[src/rtl/stdp_update_scheduler.sv]
// Round-robin scheduler that feeds captured pre/post spike events and a periodic
// trace-decay request into one shared STDP update engine over a valid/ready port.
module stdp_update_scheduler #(
  parameter int N_SYN          = 8,
  parameter int IDX_W          = 3,
  parameter int DECAY_PERIOD   = 16,
  parameter int DECAY_MAX_WAIT = 4
) (
  input  logic             clk,
  input  logic             reset,
  input  logic             enable,
  input  logic [N_SYN-1:0] pre_spikes,
  input  logic [N_SYN-1:0] post_spikes,
  output logic             cmd_valid,
  input  logic             cmd_ready,
  output logic [IDX_W-1:0] cmd_index,
  output logic             cmd_pre,
  output logic             cmd_post,
  output logic             cmd_decay,
  output logic [IDX_W:0]   pending_count,
  output logic [7:0]       overflow_count,
  output logic             busy
);
  localparam int DCNT_W = $clog2(DECAY_PERIOD);
  localparam int WAIT_W = $clog2(DECAY_MAX_WAIT + 2);
  localparam logic [DCNT_W-1:0] DCNT_LAST = DCNT_W'(DECAY_PERIOD - 1);
  localparam logic [WAIT_W-1:0] WAIT_MAX  = WAIT_W'(DECAY_MAX_WAIT);
  localparam logic [IDX_W-1:0]  IDX_LAST  = IDX_W'(N_SYN - 1);

  // state | meaning
  // IDLE  | nothing offered ; ISSUE | payload held on cmd_* until cmd_ready
  typedef enum logic {IDLE, ISSUE} state_t;

  state_t             state_q, state_d;
  logic               cmd_valid_q, cmd_valid_d;
  logic [IDX_W-1:0]   cmd_index_q, cmd_index_d;
  logic               cmd_pre_q, cmd_pre_d;
  logic               cmd_post_q, cmd_post_d;
  logic               cmd_decay_q, cmd_decay_d;
  logic [N_SYN-1:0]   pend_pre_q, pend_pre_d;
  logic [N_SYN-1:0]   pend_post_q, pend_post_d;
  logic [IDX_W-1:0]   rr_ptr_q, rr_ptr_d;
  logic [DCNT_W-1:0]  dcnt_q, dcnt_d;
  logic               decay_pending_q, decay_pending_d;
  logic [WAIT_W-1:0]  wait_q, wait_d;
  logic [7:0]         overflow_q, overflow_d;

  logic               accept, wrap, dec_clr, ev_ovf, dec_ovf;
  logic               dec_cand, found, pick_decay, decide;
  logic [N_SYN-1:0]   clr_pre, clr_post, pend_any, cand;
  logic [IDX_W-1:0]   win;
  logic [8:0]         ovf_sum;

  assign pend_any = pend_pre_q | pend_post_q;

  // Only the flags carried by the accepted command are cleared, so an event
  // that landed after the command was loaded stays pending for a later issue.
  always_comb begin
    accept   = cmd_valid_q && cmd_ready;
    clr_pre  = '0;
    clr_post = '0;
    if (accept && !cmd_decay_q) begin
      clr_pre[cmd_index_q]  = cmd_pre_q;
      clr_post[cmd_index_q] = cmd_post_q;
    end
    pend_pre_d  = (pend_pre_q & ~clr_pre) | pre_spikes;
    pend_post_d = (pend_post_q & ~clr_post) | post_spikes;
    ev_ovf = |((pre_spikes & pend_pre_q & ~clr_pre) |
               (post_spikes & pend_post_q & ~clr_post));

    wrap            = (dcnt_q == DCNT_LAST);
    dcnt_d          = wrap ? '0 : dcnt_q + 1'b1;
    dec_clr         = accept && cmd_decay_q;
    decay_pending_d = (decay_pending_q && !dec_clr) || wrap;
    dec_ovf         = wrap && decay_pending_q && !dec_clr;

    ovf_sum    = {1'b0, overflow_q} + {8'b0, ev_ovf} + {8'b0, dec_ovf};
    overflow_d = ovf_sum[8] ? 8'hFF : ovf_sum[7:0];
  end

  always_comb begin
    int j;
    cand = pend_any;
    if (state_q == ISSUE && !cmd_decay_q) cand[cmd_index_q] = 1'b0;
    dec_cand = decay_pending_q && !(state_q == ISSUE && cmd_decay_q);
    found = 1'b0;
    win   = '0;
    j     = 0;
    for (int k = 0; k < N_SYN; k++) begin
      j = int'(rr_ptr_q) + k;
      if (j >= N_SYN) j = j - N_SYN;
      if (!found && cand[IDX_W'(j)]) begin
        found = 1'b1;
        win   = IDX_W'(j);
      end
    end
    pick_decay = dec_cand && (!found || wait_q >= WAIT_MAX);
    decide     = enable && (found || dec_cand) && (state_q == IDLE || accept);
  end

  always_comb begin
    state_d     = state_q;
    cmd_valid_d = cmd_valid_q;
    cmd_index_d = cmd_index_q;
    cmd_pre_d   = cmd_pre_q;
    cmd_post_d  = cmd_post_q;
    cmd_decay_d = cmd_decay_q;
    rr_ptr_d    = rr_ptr_q;
    wait_d      = wait_q;
    if (decide) begin
      state_d     = ISSUE;
      cmd_valid_d = 1'b1;
      if (pick_decay) begin
        cmd_index_d = '0;
        cmd_pre_d   = 1'b0;
        cmd_post_d  = 1'b0;
        cmd_decay_d = 1'b1;
        wait_d      = '0;
      end else begin
        cmd_index_d = win;
        cmd_pre_d   = pend_pre_q[win];
        cmd_post_d  = pend_post_q[win];
        cmd_decay_d = 1'b0;
        rr_ptr_d    = (win == IDX_LAST) ? '0 : win + 1'b1;
        if (dec_cand && wait_q < WAIT_MAX) wait_d = wait_q + 1'b1;
      end
    end else if (accept) begin
      state_d     = IDLE;
      cmd_valid_d = 1'b0;
      cmd_index_d = '0;
      cmd_pre_d   = 1'b0;
      cmd_post_d  = 1'b0;
      cmd_decay_d = 1'b0;
    end
  end

  always_ff @(posedge clk or posedge reset) begin
    if (reset) begin
      state_q         <= IDLE;
      cmd_valid_q     <= 1'b0;
      cmd_index_q     <= '0;
      cmd_pre_q       <= 1'b0;
      cmd_post_q      <= 1'b0;
      cmd_decay_q     <= 1'b0;
      pend_pre_q      <= '0;
      pend_post_q     <= '0;
      rr_ptr_q        <= '0;
      dcnt_q          <= '0;
      decay_pending_q <= 1'b0;
      wait_q          <= '0;
      overflow_q      <= '0;
    end else begin
      state_q         <= state_d;
      cmd_valid_q     <= cmd_valid_d;
      cmd_index_q     <= cmd_index_d;
      cmd_pre_q       <= cmd_pre_d;
      cmd_post_q      <= cmd_post_d;
      cmd_decay_q     <= cmd_decay_d;
      pend_pre_q      <= pend_pre_d;
      pend_post_q     <= pend_post_d;
      rr_ptr_q        <= rr_ptr_d;
      dcnt_q          <= dcnt_d;
      decay_pending_q <= decay_pending_d;
      wait_q          <= wait_d;
      overflow_q      <= overflow_d;
    end
  end

  always_comb begin
    pending_count = '0;
    for (int k = 0; k < N_SYN; k++)
      pending_count = pending_count + {{IDX_W{1'b0}}, pend_any[k]};
  end

  assign cmd_valid      = cmd_valid_q;
  assign cmd_index      = cmd_index_q;
  assign cmd_pre        = cmd_pre_q;
  assign cmd_post       = cmd_post_q;
  assign cmd_decay      = cmd_decay_q;
  assign overflow_count = overflow_q;
  assign busy           = cmd_valid_q | (|pend_any) | decay_pending_q;

endmodule
[config.mk]
export PLATFORM = sky130hd
export DESIGN_NAME = stdp_update_scheduler
export DESIGN_NICKNAME = d
export VERILOG_FILES = /design/src/rtl/stdp_update_scheduler.sv
export SDC_FILE = /design/constraint.sdc
export NUM_CORES = 1
export LEC_CHECK = 0
export CORE_MARGIN = 8
export CORE_UTILIZATION = 50
export DETAILED_ROUTE_END_ITERATION = 7
export PLACE_DENSITY = 0.73
export SETUP_SLACK_MARGIN = 0.02
export SYNTH_ARGS = -nofsm -noshare
export SYNTH_HDL_FRONTEND = slang
export SYNTH_SLANG_ARGS = --single-unit
[constraint.sdc]
create_clock -name clk -period 11.58 [get_ports clk]
set_input_delay 2.316 -clock clk [delete_from_list [all_inputs] [get_ports clk]]
set_output_delay 2.316 -clock clk [all_outputs]
set_load 0.005 [all_outputs]
Word-level counts from Yosys, hierarchy flattened

Cells that the tools add are included.

$add $sub $neg: 27
Magnitude comparators: 21
Equal/unequal tests: 2
Multiplexer cells: 73
Bitwise operators: 20
Reductions and logical operators: 42

Operators by type and width:

| cell                  | count |
|---|---|
| $and A8 B8 Y8         | 9 |
| $mux W3               | 22 |
| $lt A3 B5 Y1 const B  | 8 |
| $mux W1               | 35 |
| $mux W8               | 4 |
| $or A8 B8 Y8          | 4 |
| $bmux W1 S3           | 10 |
| $ge A4 B4 Y1 const B  | 7 |
| $not A8 Y8            | 3 |
| $sub A3 B1 Y3 const B | 8 |
| $logic_and A1 B1 Y1   | 21 |
| $add A3 B3 Y4 const B | 4 |
| $add A4 B1 Y4         | 4 |
| $reduce_or A8 Y1      | 2 |
| $logic_not A1 Y1      | 11 |
| $add A8 B1 Y9         | 1 |
| $add A9 B1 Y9         | 1 |
| $add A3 B2 Y4 const B | 2 |
| $lt A3 B4 Y1 const B  | 2 |
| $add A3 B1 Y3 const B | 2 |
| $add A3 B1 Y4         | 1 |
| $add A3 B1 Y4 const B | 1 |
| $add A4 B1 Y4 const B | 1 |
| $eq A4 B4 Y1 const B  | 1 |
| other kinds (14)      | 21 |

Register bits after elaboration: 42
Input bits: 20
Logic and storage cells: 197

Longest topological paths before layout

Word-level depth: 37
Gate-level depth with buffers: 15

Worst setup path after synthesis

Ideal clock, no wire load.

Kind: flip-flop to output port
From: reg pend_pre_q[0]
To: out pending_count[2]
Arrival time: 2.712 ns
Path slack: 6.552 ns
Cell stages (with the launch flop): 10
Path buffers: 0
Cells stage by stage: dfrtp_1 > nor2_1 > fa_1 > xor2_1 > ha_1 > xor2_1 > ha_1 > nand2_1 > fa_1 > xnor2_1

Longest elaborated chain between the ends: 8

RTL lines:

| what                        | line | source |
|---|---|---|
| start: declaration          | 40   | `logic [N_SYN-1:0] pend_pre_q, pend_pre_d;` |
| start signal: assignment    | 159  | `pend_pre_q <= pend_pre_d;` |
| $or A8 B8 Y8                | 54   | `assign pend_any = pend_pre_q \| pend_post_q;` |
| $add A1 B1 Y2               | 172  | `pending_count = pending_count + {{IDX_W{1'b0}}, pend_any[k]};` |
| $add A2 B1 Y3               | 172  |  |
| $add A3 B1 Y4               | 172  |  |
| $add A4 B1 Y4 (4 in series) | 172  |  |
| end: declaration            | 20   | `output logic [IDX_W:0] pending_count,` |

No other way between the ends.

Final worst setup path

From: reg pend_pre_q[3]
To: out pending_count[2]

Longest elaborated chain between the ends: 6

RTL lines:

| what                        | line |
|---|---|
| $or A8 B8 Y8                | 54 |
| $add A3 B1 Y4               | 172 |
| $add A4 B1 Y4 (4 in series) | 172 |

No other way between the ends.

==> results.py <==
metrics = {
    "floorplanning": {
        "core_um2": 6681,
        "die_h_um": 98.35,
        "start_util_pct": 50.75,
        "rows": 30,
        "io_pins": 40,
        "die_area_um2": 9673,
        "die_x_um": 98.35,
    },
    "sta": {
        "fmax_ghz": 0.1651,
        "clock_skew_ns": 0.002300,
        "setup_violations": 0,
        "relSlewSlack_pct": 30.22,
        "holdWs_ns": 0.4834,
        "report.final.slew_viol_count": 0,
        "rsz0062_at_grt": "false",
        "finalHoldViolations": 0,
        "min_period_ns": 6.058,
        "tightestPinTransition_ns": 1.032,
        "fin_crit_sh_pct": 52.31,
        "finalSetupTns_ns": 0,
    },
    "setup_path": {
        "critPathArrivalTime_ns": 3.74,
        "worstPathCellList": "nor2_1 > fa_1 > xor2_1 > ha_1 > xor2_1 > ha_1 > nand2_1 > fa_1 > xnor2_1 > clkdlybuf4s50_1",
        "path_max_fanout": 5,
        "start_kind": "register",
        "cpLargestDelayFamily": "adder cells",
        "worstReg2RegEnd": "rr_ptr_q[2]",
        "crit_type": "register to output port",
        "worstReg2RegStart": "rr_ptr_q[0]",
        "required_ns": 9.26,
        "rrSetupSlack_ns": 6.89,
        "crit_slowest_cell": "fa_1",
        "critPathMaxStageDelay_ns": 0.53,
        "endpoint_kind": "output port",
        "path_buf_inv": 1,
        "r2r_cells": 12,
    },
    "synth": {
        "yosysSeqAreaShare_pct": 31.00,
        "synth_top_area_cell": "dfrtp_1",
        "synth.area.top_cells": "dfrtp_1 31%, o21ai_0 5.9%, nand2_1 5.1%, ha_1 4.1%, nand2b_1 3.1%",
        "synth_warnings": 0,
        "synth_nets": 434,
        "avgSynthCellArea_um2": 8.477,
        "synth-edff-count": 0,
        "yosysUniqueCellTypes": 69,
        "yosys.area.top_type_share_pct": 31.00,
        "syn-cell-area_um2": 3391,
        "synth_seq_cells": 42,
        "synth_flop_cell": "dfrtp_1",
        "syn_inst": 400,
        "async_flop_share_pct": 100.0,
    },
    "min_path": {
        "whs_endpoint": "wait_q[1]",
        "hp-class": "register to register",
        "hp-start": "wait_q[1]",
        "holdPathStages": 2,
    },
    "power_and_ir_drop": {
        "swShare_pct": 48.37,
        "pwr-share-clk_pct": 13.7,
        "cellLeakagePower_nw": 1.488,
        "net-switching-power_w": 0.0005106,
        "ir_drop_v": 0.0001348,
        "comb_power_share_pct": 62.5,
        "pwr-share-seq_pct": 23.8,
        "powerDensity_nw_per_um2": 265.2,
        "p_int_w": 0.0005451,
    },
    "clock_tree": {
        "clock_path_buffers": 2,
        "htree_levels": 2,
        "post_cts_resized": 0,
        "post_cts_buffers": 0,
        "clkSinkCount": 42,
        "clkLatencyLatePin_ns": 0.29,
        "cts_made_buffers": 5,
        "cts_tree": "yes",
        "cts.clk_slew.worst_paths_ns": 0.08,
        "hold_buffers": 0,
        "cts-root-buf": "clkbuf_8",
    },
    "layout": {
        "area_growth_pct": 17.38,
        "finalInstanceArea_um2": 3980,
        "nFillCells": 614,
        "layout.nets": 469,
        "layout.area.seq_um2": 1051,
        "drive_gt1_share_pct": 6.881,
        "multiInputGateArea_um2": 2206,
        "antennaDiodeCount": 0,
    },
    "placement": {
        "placed_cell_area_um2": 3837,
        "place.gp.congestion": 0.9216,
        "dp_hpwl_mm": 7.348,
        "port-buffer-count": 39,
    },
    "grt": {
        "track_usage_pct": 20.41,
        "grt_pass1_vias": 3285,
        "grt_pass1_wl_mm": 16.30,
        "antenna_found_initial": 0,
        "grt.overflow.total": 0,
        "grt_max_degree": 43,
    },
    "route": {
        "drc": 0,
        "avgViaCountPerCell": 6.467,
        "ant_nets": 0,
        "vias": 3337,
        "drt-initial-drc-count": 288,
        "dr.pass1.iters": 6,
        "wirelength_mm": 9.582,
        "routedWlPerCell_um": 18.57,
    },
    "job": {
        "drv_cap": 0,
    },
    "status": {
        "outcome": "finished clean",
    },
}
[worst max-delay path by stage]
stage	cells after the start	slack, ns	end	start
2_1_floorplan	9	6.55	pending_count[2]	pend_pre_q[0]
3_3_place_gp	10	5.91	pending_count[2]	pend_pre_q[3]
3_5_place_dp	10	5.86	pending_count[2]	pend_pre_q[3]
4_1_cts	10	5.53	pending_count[2]	pend_pre_q[3]
5_1_grt	10	5.39	pending_count[2]	pend_pre_q[3]
6_report	10	5.52	pending_count[2]	pend_pre_q[3]
[through the flow]
step | setup slack, ns | util [%] | instances | total power, W
global route | 5.385 | 59.57 | 516 | 0.001139
finish | 5.522 | 59.57 | 516 | 0.001056
floorplan | 6.552 | - | 400 | 0.0007112
global placement | 5.910 | 57.43 | 508 | 0.0008863
detailed placement | 5.856 | 57.43 | 508 | 0.0008969
CTS | 5.529 | 59.57 | 516 | 0.001048
[layer usage]
layer / wire length [um] / vias up / track usage, %
met3: 520 / 18 / 3.272
met4: 238 / 0 / 7.910
met5: 0 / - / 0
li1: - / 1582 / -
met1: 4185 / 1613 / 25.25
met2: 4638 / 124 / 34.59
[worst min-delay path, delay by kind of cell (launching register included)]
kind | cells | cell delay, ns
flops | 1 | 0.35
simple gates | 2 | 0.10
[flip-flops by register name (all words and copies together), names as in the netlist]
signal           cells
cmd_index            3
dcnt_q               4
cmd_post             1
rr_ptr_q             3
overflow_count       8
cmd_valid            1
cmd_pre              1
decay_pending_q      1
pend_pre_q           8
pend_post_q          8
wait_q               3
cmd_decay            1
[synth_stat cells (2+ instances only)]
master     count
o221ai_1       2
a311oi_1       7
a221oi_1       7
a32oi_1        2
nand2_1       46
a211oi_1       7
nand3_1        8
a2111oi_0      5
a22o_1         2
dfrtp_1       42
and2_1         2
o21bai_1       4
nor2_1        28
nor4_1         3
nor3_1        12
o211ai_1      14
mux2_2         2
nand4_1        6
o2111ai_1      5
a31oi_1        5
clkbuf_1       7
buf_2          5
ha_1          11
or2_2          2
a22oi_1        3
inv_1         20
o31ai_1        2
a21boi_0       3
nor2b_1        3
a221o_1        4
fa_1           3
and3_1         2
o21ai_0       40
xor2_1         6
a21oi_1       12
mux4_2         3
o21ai_1        3
xnor2_1        6
nand2b_1      17
mux2i_1       10
[power by group through the flow]
| stage | Combinational [W] | Clock [W] | Sequential [W] |
|---|---|---|---|
| after floorplan | 0.000492 | 0 | 0.000219 |
| after global placement | 0.000634 | 0 | 0.000252 |
| after detailed placement | 0.000645 | 0 | 0.000252 |
| after CTS | 0.000652 | 0.000145 | 0.000250 |
| after global routing | 0.000727 | 0.000152 | 0.000260 |
| final | 0.000660 | 0.000145 | 0.000251 |
[placed cells by master (no fill, tap or decap), types with 3 or more instances in the layout]
master / Yosys / layout
a22oi_1: 3 / 3
inv_1: 20 / 20
xor2_1: 6 / 6
a21oi_1: 12 / 12
a211oi_1: 7 / 7
o21bai_1: 4 / 4
nand2_1: 46 / 46
mux4_2: 3 / 3
o21ai_1: 3 / 3
a2111oi_0: 5 / 5
nor4_1: 3 / 3
a221o_1: 4 / 4
dfrtp_1: 42 / 42
a221oi_1: 7 / 7
nor2b_1: 3 / 3
nor3_1: 12 / 12
nor2_1: 28 / 28
clkdlybuf4s50_1: 0 / 39
o2111ai_1: 5 / 5
fa_1: 3 / 3
a31oi_1: 5 / 5
clkbuf_8: 0 / 6
xnor2_1: 6 / 6
a311oi_1: 7 / 7
mux2i_1: 10 / 10
o21ai_0: 40 / 40
nand2b_1: 17 / 17
a21boi_0: 3 / 3
nand4_1: 6 / 6
ha_1: 11 / 11
nand3_1: 8 / 8
o211ai_1: 14 / 14
[logic make-up after synthesis]
kind of cell	count (synthesis)	synth area share, %
mux	15	5.609
fa+ha+maj	14	5.830
compound gates	138	28.30
flops	42	31.00
buf+inv	34	3.948
xor+xnor	12	3.100
simple gates	145	22.21
[area by class of cell]
type	count	area share (%)
Timing Repair Buffer	40	9.997
Tap cell	80	2.515
Inverter	22	2.075
Sequential cell	42	26.41
Clock buffer	6	2.075
Multi-Input combinational cell	324	55.42
Clock inverter	2	1.509
Power figures use the tool's default switching activity.
==> variant: new RTL, same flow settings <==
`DECAY_MAX_WAIT`: 4 -> 8.
--- a/src/rtl/stdp_update_scheduler.sv
+++ b/src/rtl/stdp_update_scheduler.sv
@@ -6,3 +6,3 @@
   parameter int DECAY_PERIOD   = 16,
-  parameter int DECAY_MAX_WAIT = 4
+  parameter int DECAY_MAX_WAIT = 8
 ) (
Check against the original RTL: same outputs for any inputs over 4 cycles, from zero or initial values and one cycle with reset high; that may be too few to reach the edited logic, so the function may still have changed.
==> variant against the original RTL <==
Sequential cell count rose by 1. Routed wire length decreased by 4.0%. Total power decreased by 11%. Non-clock buffer count is the same. Final cell count decreased by 4.3%. Final area increased by 1.3%. Setup slack better by 160 ps. Area after synthesis is 2.8% higher. Critical endpoint unchanged. Largest cell class unchanged. Largest power group unchanged.
==> variant: results (changes against the original RTL) <==
metric	value	unit	change
status	completed		
ys.flop_type	dfrtp_1		
slew_headroom	0.519		+0.217
htreeDepth	2		unchanged
synth.distinct_cells	64		-7.2%
hp-class	reg2reg		
synth_nets	415		-4.4%
regToRegStartpoint	rr_ptr_q[0]$_DFFE_PP0P_		
yosys-top-cells-area	dfrtp_1 31%, mux4_2 7.1%, o21ai_0 5.2%		
routed_wl	9200	um	-4.0%
crit_family	adder cells		
first_pass_iters	4		-2
async_reset_ff_frac	1.00		unchanged
crit_fanout	5		unchanged
r2r_slack	6990	ps	+100 ps
clkTransAtPathRegs	90	ps	
cts_buffers	5		unchanged
io_buffers	39		unchanged
use_met1	0.249		-0.00309
finalNetCount	448		-4.5%
met2_usage	0.322		-0.0236
place_congestion	0.905		-1.8%
use_met3	0.0272		-0.00548
arrival	3580	ps	-160 ps
hold_path_end	dcnt_q[0]$_DFF_PP0_		
num-fill-cells	598		-2.6%
finalClockSkew	12.3	ps	+10.0 ps
yosys-top-cells-count	43 x dfrtp_1, 36 x o21ai_0, 33 x nand2_1, 22 x inv_1		
grt.total_usage	0.194		-0.00972
vias_per_cell	6.34		-2.0%
clockBufferDepth	2		unchanged
cp_slowest_stage_delay	530	ps	about the same
irDropWorstVdd	115	uV	-15%
r2r_end	rr_ptr_q[2]$_DFFE_PP0P_		
grt_pass1_wl	15600	um	-4.4%
cts.repair.resized	0		unchanged
grt_max_degree	44		+2.3%
yosys_warnings	0		unchanged
grt_pass1_vias	3157		-3.9%
hold_depth	1		-1
ys_seq_area_frac	0.309		-0.00139
cts-root-buf	clkbuf_8		
drive_above_1_share	0.0821		+0.0133
slowest_stage	clkdlybuf4s50_1		
antenna_found_initial	0		unchanged
drt_iter0_drc	204		-29%
dp_slack	5950	ps	+96.9 ps
leakagePower	1.56	nW	+4.6%
dp_hpwl	7040	um	-4.2%
n_antenna_cell	0		unchanged
clk_latency	300	ps	
min-delay-start	dcnt_q[0]$_DFF_PP0_		
## variant: cell types whose count changed after synthesis, moves of 5 or more
| cell | delta |
|---|---|
| nand2_1 | -13 |
| mux4_2 | +8 |
| a311oi_1 | -6 |
| nor3_1 | -12 |
| a2111oi_0 | -5 |
| a221oi_1 | -7 |
| nor2_1 | -9 |
| o22a_1 | +5 |
| o21a_1 | +6 |
## variant: how the worst max path moves through the flow
stage,start,cells past startpoint,slack [ps],endpoint
floorplan,pend_pre_q[1]$_DFF_PP0_,9,6710,pending_count[2]
global placement,cmd_ready,10,6050,overflow_count[4]$_DFF_PP0_
detailed placement,cmd_ready,10,5950,overflow_count[2]$_DFF_PP0_
CTS,pend_pre_q[1]$_DFF_PP0_,10,5690,pending_count[2]
global route,pend_pre_q[1]$_DFF_PP0_,10,5490,pending_count[2]
finish,pend_post_q[1]$_DFF_PP0_,10,5690,pending_count[2]
## variant: layer usage
layer	up-vias	part of all wire
li1	1492	-
met1	1528	0.44
met2	95	0.50
met3	15	0.039
met4	0	0.019
met5	-	0
## variant: worst register-to-register path: stages (launching register included)
cell and delay, ps:
dfrtp_1 700, inv_1 460, ha_1 570, inv_1 290, mux4_2 610, a31oi_1 170
nand4_1 110, o21ai_1 580, and2_1 410, ha_1 200, ha_1 220, nand2_1 60
o21ai_0 80
## variant: stage by stage
stage	power [mW]	instance area, um^2	instances	hold WS, ps
floorplan	0.663	3490	380	449
global placement	0.804	3920	486	473
detailed placement	0.817	3920	486	485
CTS	0.938	4030	494	504
global route	1.02	4030	494	544
finish	0.939	4030	494	500
## variant: layout make-up
type                            count  area [um^2]  area share
Clock buffer                        5         68.8      0.0171
Tap cell                           80          100      0.0248
Sequential cell                    43         1080       0.267
Clock inverter                      3         43.8      0.0109
Timing Repair Buffer               40          398      0.0987
Inverter                           23         86.3      0.0214
Multi-Input combinational cell    300         2260       0.560
## variant: cell families (layout without fill, tap and decap cells)
logic type                 count (synthesis)  count (layout)  share of synthesized area
AOI/OAI and AO/OA                        128             128                      0.260
muxes                                     28              28                      0.122
and+or+nand+nor                          118             118                      0.178
xor gates and xnor gates                  11              11                     0.0276
adders and majority gates                 15              15                     0.0603
DFF                                       43              43                      0.309
buffers and inverters                     37              71                     0.0434
## variant: power breakdown
group	internal, mW	switching [mW]
Sequential	0.187	0.0697
Combinational	0.262	0.304
Clock	0.0642	0.0525
Total	0.513	0.426
